File: src/rtl/signed_mult_bcd_pkg.sv
// Shared types and constants for the signed 8x8 multiply-and-display block.
package signed_mult_bcd_pkg;

  localparam int W_DEF      = 8;
  localparam int PROD_W     = 16;
  localparam int BCD_W      = 20;
  localparam int BCD_DIGITS = 5;

  typedef enum logic [1:0] {
    IDLE = 2'd0,
    BUSY = 2'd1,
    DONE = 2'd2
  } state_t;

endpackage

File: src/rtl/signed_mult_bcd_bin2bcd_dd.sv
// Combinational double-dabble: 16-bit binary in, 5-digit packed BCD out.
module bin2bcd_dd
  import signed_mult_bcd_pkg::*;
(
  input  logic [PROD_W-1:0] bin,
  output logic [BCD_W-1:0]  bcd
);

  // Digits occupy the upper BCD_W bits of the scratch register, binary the lower.
  logic [BCD_W+PROD_W-1:0] sr;

  // Unrolled shift-add-3: correct every digit >= 5, then shift in the next binary MSB.
  always_comb begin
    sr = {{BCD_W{1'b0}}, bin};
    for (int i = 0; i < PROD_W; i++) begin
      for (int d = 0; d < BCD_DIGITS; d++) begin
        if (sr[PROD_W+4*d +: 4] >= 4'd5)
          sr[PROD_W+4*d +: 4] = sr[PROD_W+4*d +: 4] + 4'd3;
      end
      sr = sr << 1;
    end
  end

  assign bcd = sr[BCD_W+PROD_W-1 -: BCD_W];

endmodule

File: src/rtl/signed_mult_bcd.sv
// Signed multiply-and-display: magnitude/sign split, sequential shift-add
// multiply of magnitudes, packed BCD of the product for the display shifter.
// Build option SIGNED_OPS_EN: when defined, operands are two's complement and
// `negative` reports the result sign; otherwise operands are unsigned and
// `negative` is tied low.
//
// state | meaning
// IDLE  | waiting for start; operands sampled on leaving
// BUSY  | W shift-add steps, then one closing step into DONE
// DONE  | result held while start stays high
module signed_mult_bcd
  import signed_mult_bcd_pkg::*;
#(
  parameter int W = W_DEF
) (
  input  logic           clk,
  input  logic           rst,
  input  logic           start,
  input  logic [W-1:0]   multiplier,
  input  logic [W-1:0]   multiplicand,
  output logic [2*W-1:0] product,
  output logic [BCD_W-1:0] bcd,
  output logic           negative,
  output logic           done,
  output logic           busy
);

  localparam int CNT_W = $clog2(W + 1);

  state_t           state;
  logic [W-1:0]     mag_a;
  logic [W-1:0]     mag_b;
  logic [W-1:0]     mplier_q;
  logic [2*W-1:0]   mcand_q;
  logic [2*W-1:0]   acc;
  logic [CNT_W-1:0] cnt;

`ifdef SIGNED_OPS_EN
  logic neg_a;
  logic neg_b;
  logic sign_q;

  // -128 negates to 0x80, which is the correct unsigned magnitude.
  assign neg_a = multiplier[W-1];
  assign neg_b = multiplicand[W-1];
  assign mag_a = neg_a ? (~multiplier) + {{(W-1){1'b0}}, 1'b1} : multiplier;
  assign mag_b = neg_b ? (~multiplicand) + {{(W-1){1'b0}}, 1'b1} : multiplicand;
  assign negative = sign_q & (acc != '0);
`else
  assign mag_a    = multiplier;
  assign mag_b    = multiplicand;
  assign negative = 1'b0;
`endif

  assign product = acc;

  // Sequencer and shift-add datapath; multiplicand shifts left instead of a barrel shift.
  always_ff @(posedge clk or posedge rst) begin
    if (rst) begin
      state    <= IDLE;
      acc      <= '0;
      mplier_q <= '0;
      mcand_q  <= '0;
      cnt      <= '0;
      busy     <= 1'b0;
      done     <= 1'b0;
`ifdef SIGNED_OPS_EN
      sign_q   <= 1'b0;
`endif
    end else begin
      case (state)
        IDLE: begin
          if (start) begin
            mplier_q <= mag_a;
            mcand_q  <= {{W{1'b0}}, mag_b};
            acc      <= '0;
            cnt      <= '0;
`ifdef SIGNED_OPS_EN
            sign_q   <= neg_a ^ neg_b;
`endif
            busy     <= 1'b1;
            state    <= BUSY;
          end
        end
        BUSY: begin
          if (cnt == CNT_W'(W)) begin
            busy  <= 1'b0;
            done  <= 1'b1;
            state <= DONE;
          end else begin
            if (mplier_q[0])
              acc <= acc + mcand_q;
            mplier_q <= mplier_q >> 1;
            mcand_q  <= mcand_q << 1;
            cnt      <= cnt + CNT_W'(1);
          end
        end
        DONE: begin
          if (!start) begin
            done  <= 1'b0;
            state <= IDLE;
          end
        end
        default: begin
          busy  <= 1'b0;
          done  <= 1'b0;
          state <= IDLE;
        end
      endcase
    end
  end

  bin2bcd_dd u_bcd (
    .bin (acc),
    .bcd (bcd)
  );

endmodule

File: config.mk
export PLATFORM = sky130hd
export DESIGN_NAME = signed_mult_bcd
export DESIGN_NICKNAME = d
export VERILOG_FILES = /design/src/rtl/signed_mult_bcd_pkg.sv /design/src/rtl/signed_mult_bcd_bin2bcd_dd.sv /design/src/rtl/signed_mult_bcd.sv
export SDC_FILE = /design/constraint.sdc
export NUM_CORES = 1
export LEC_CHECK = 0
export BUFFER_PORTS_ARGS = -buffer_cell sky130_fd_sc_hd__buf_2
export CAP_MARGIN = 20
export CORE_UTILIZATION = 39
export CTS_CLUSTER_DIAMETER = 50
export CTS_CLUSTER_SIZE = 28
export DETAILED_ROUTE_END_ITERATION = 8
export GPL_ROUTABILITY_DRIVEN = 0
export PLACE_DENSITY = 0.67
export RECOVER_POWER = 50
export SETUP_SLACK_MARGIN = 0.5
export SLEW_MARGIN = 20
export SYNTH_ARGS = -nofsm -noshare
export SYNTH_HDL_FRONTEND = slang
export SYNTH_SLANG_ARGS = --single-unit
File: constraint.sdc
create_clock -name clk -period 15.9 [get_ports clk]
set_clock_uncertainty 0.1 [all_clocks]
set_input_delay 3.18 -clock clk [delete_from_list [all_inputs] [get_ports clk]]
set_output_delay 3.18 -clock clk [all_outputs]
set_load 0.03 [all_outputs]
==> flow_summary.toml <==
[placed_design]
hpwl_um = 12000
place.port_buffers = 56

[setup_path]
crit_type = "flip-flop to output pin"
endpoint_kind = "output pin"
rr_worst_depth = 18
cp.arrival_ps = 11270
worst-path-buf-inv = 8
rr_startpoint = "product[1]$_DFFE_PP0P_"
slowest_stage = "dfrtp_1"
max_stage_delay_ps = 460
worstSetupStartpointType = "flip-flop"
ff2ff_setup_slack_ps = 12080
cp_top_family = "compound AO/OA/AOI/OAI gates"
timing.rr.end = "product[15]$_DFFE_PP0P_"
worstPathRequired_ps = 12620
crit_fanout = 7
cpMostUsedCell = "ha_1"
critical_path_depth = 54

[timing]
finalMaxSlewViolations = 49
setup_viol = 0
rsz0062_at_grt = "no"
worst_slew_pin_slew_ps = 2050
fin_setup_tns_ps = 0
fmax_mhz = 68.7
min_period_over_period = 0.915
hold_violations = 0
maxSlewHeadroom = -0.377
period_needed_ps = 14550

[synth]
ys_seq_elements = 48
yosysTopAreaCell = "dfrtp_1"
synthFlopType = "dfrtp_1"
synth_seq_area_share = 0.166
yosys.area_share.simple = 0.220
synthAdderAreaFrac = 0.0856
netlist.area_leader.share = 0.166
syn_inst = 939
synth_edf_count = 0
synth_area_leaders = "dfrtp_1 (17%), ha_1 (8.1%), a21oi_1 (5.1%)"
muxShareOfSynthArea = 0.0795
yosysWarnings = 0
ys_types = 112
synth_top_family_by_area = "compound AO/OA/AOI/OAI gates"
synth_xor_area_frac = 0.0537
synth_nets = 1006
synth_compound_area_frac = 0.339
syn_avg_cell_area_um2 = 7.69
synthArstFlopShare = 1.00
syn-cell-area_um2 = 7220

[clock_tree]
path_clk_slew_ps = 70
hold_buffers = 0
cts_buffer_depth = 2
cts-buffers-inserted = 5
htree_levels = 2
cts_tree = "built"
cts_sinks = 48
ctsRootBufferMaster = "clkbuf_16"
clk_latency_ps = 290

[floorplan]
core_um2 = 18000
die_area_um2 = 19100
initial_core_util = 0.401
num_io_pins = 58
die_w_um = 138
die-height_um = 138
rows = 49

[final_layout]
layout.nets = 1039
fill_cells = 1823
multiInputGateArea_um2 = 5680
regArea_um2 = 1200
drive_gt1_frac = 0.166
n_antenna_cell = 0
areaGrowthSynthToFinish_pct = 9.48

[global_route]
grt_use_total = 0.160
grt_pass1_wl_um = 27500
antenna_found_initial = 0
grt_pass1_vias = 6225
overflow = 0
grt_max_degree = 49

[drt]
remaining_drc_errors = 0
first_pass_iters = 5
final_antenna_net_count = 0
wl_per_cell_um = 13.3
viasPerCell = 5.79
vias = 6958
drtIter0Drc = 516
wl_um = 16000

[worst_hold_path]
holdPathEnd = "mplier_q[0]$_DFFE_PP0P_"
holdPathStages = 2
min_from = "mplier_q[0]$_DFFE_PP0P_"
min_path_type = "flip-flop to flip-flop"

[outcome]
status = "complete, but fails checks"
violations = "capacitance limit, slew limit"

[job]
drv_cap = 1
timing repair:
action,in CTS,in global routing
buffers inserted,0,6
resized for setup,1,12
setup endpoints to repair,3,15
pin swaps,0,2
worst min-delay path, cell delays in order, from the launching register on:
cell and delay (ps):
dfrtp_1 340, nand2_1 40, o21ai_0 60
through the flow:
stage                     hold WS, ps  std cells  setup WS, ps   util  area [um2]
after global routing              413       1202           481  0.439        7910
final                             380       1202          1350  0.439        7910
after detailed placement          371       1188           746  0.424        7650
after floorplan                   341        939          1690      -        7220
after global placement            364       1188          1250  0.424        7650
after CTS                         387       1196           538  0.433        7800
routing by layer:
layer,part of all wire,track usage
met4,0.011,0.0341
met1,0.47,0.207
met2,0.49,0.290
met5,0,0
met3,0.033,0.0125
state kept, by name (all words and copies together) (netlist names):
signal and flops:
product 16, mplier_q 8, cnt 4, done 1
busy 1, state 2, mcand_q 16
Yosys cell counts, drive strengths merged (14+ instances only):
library cell,instances
nor3,29
nor2,66
ha,47
o21ai,75
a22o,18
nand2b,14
nand3,32
mux2i,38
nand2,91
dfrtp,48
inv,59
and2,14
mux2,14
clkbuf,32
a21oi,78
xnor2,28
placed cells by master, fill, tap and decap left out, types with 6 or more instances in the layout:
cell	Yosys	layout
mux2_2	12	12
nand2b_1	13	13
and2_1	12	12
nor2b_1	7	6
nand3_1	32	32
nor2_1	64	64
o21bai_1	13	13
or3_1	7	6
nand4_1	10	10
and3_1	8	8
nand2_1	89	89
ha_1	47	46
o21ai_0	63	63
a211o_1	6	6
dfrtp_1	48	47
o22a_1	6	6
a211oi_1	11	11
o31ai_1	10	10
a31oi_1	8	7
a21o_1	11	11
buf_4	2	10
o21ai_1	10	10
mux2i_1	34	33
xor2_1	11	11
xnor2_1	24	23
buf_2	4	53
a22o_1	18	18
o221ai_1	6	6
inv_1	57	56
nor3_1	26	26
a21oi_1	74	73
o211ai_1	7	7
o22ai_1	6	6
cell families after synthesis:
kind of cell	after synthesis
xor+xnor	40
flops	48
fa+ha+maj	49
compound gates	337
other cells	1
mux	52
buf+inv	101
simple gates	311
cell type report:
class,count,area share
timing repair buffer,66,0.0445
multi-input combinational,790,0.719
inverter,61,0.0291
sequential,48,0.152
clock buffer,6,0.0176
tap,229,0.0362
clock inverter,2,0.00174
worst max-delay path by stage:
stage,startpoint,to,slack [ps]
after global routing,product[14]$_DFFE_PP0P_,bcd[5],480
after detailed placement,product[14]$_DFFE_PP0P_,bcd[17],750
final,product[13]$_DFFE_PP0P_,bcd[7],1350
after floorplan,product[14]$_DFFE_PP0P_,bcd[18],1690
after global placement,product[14]$_DFFE_PP0P_,bcd[17],1250
after CTS,product[14]$_DFFE_PP0P_,bcd[17],540
Power is left out: the tool's default activity adds up to more than one toggle a clock period on the data nets, which glitch-free logic cannot reach.
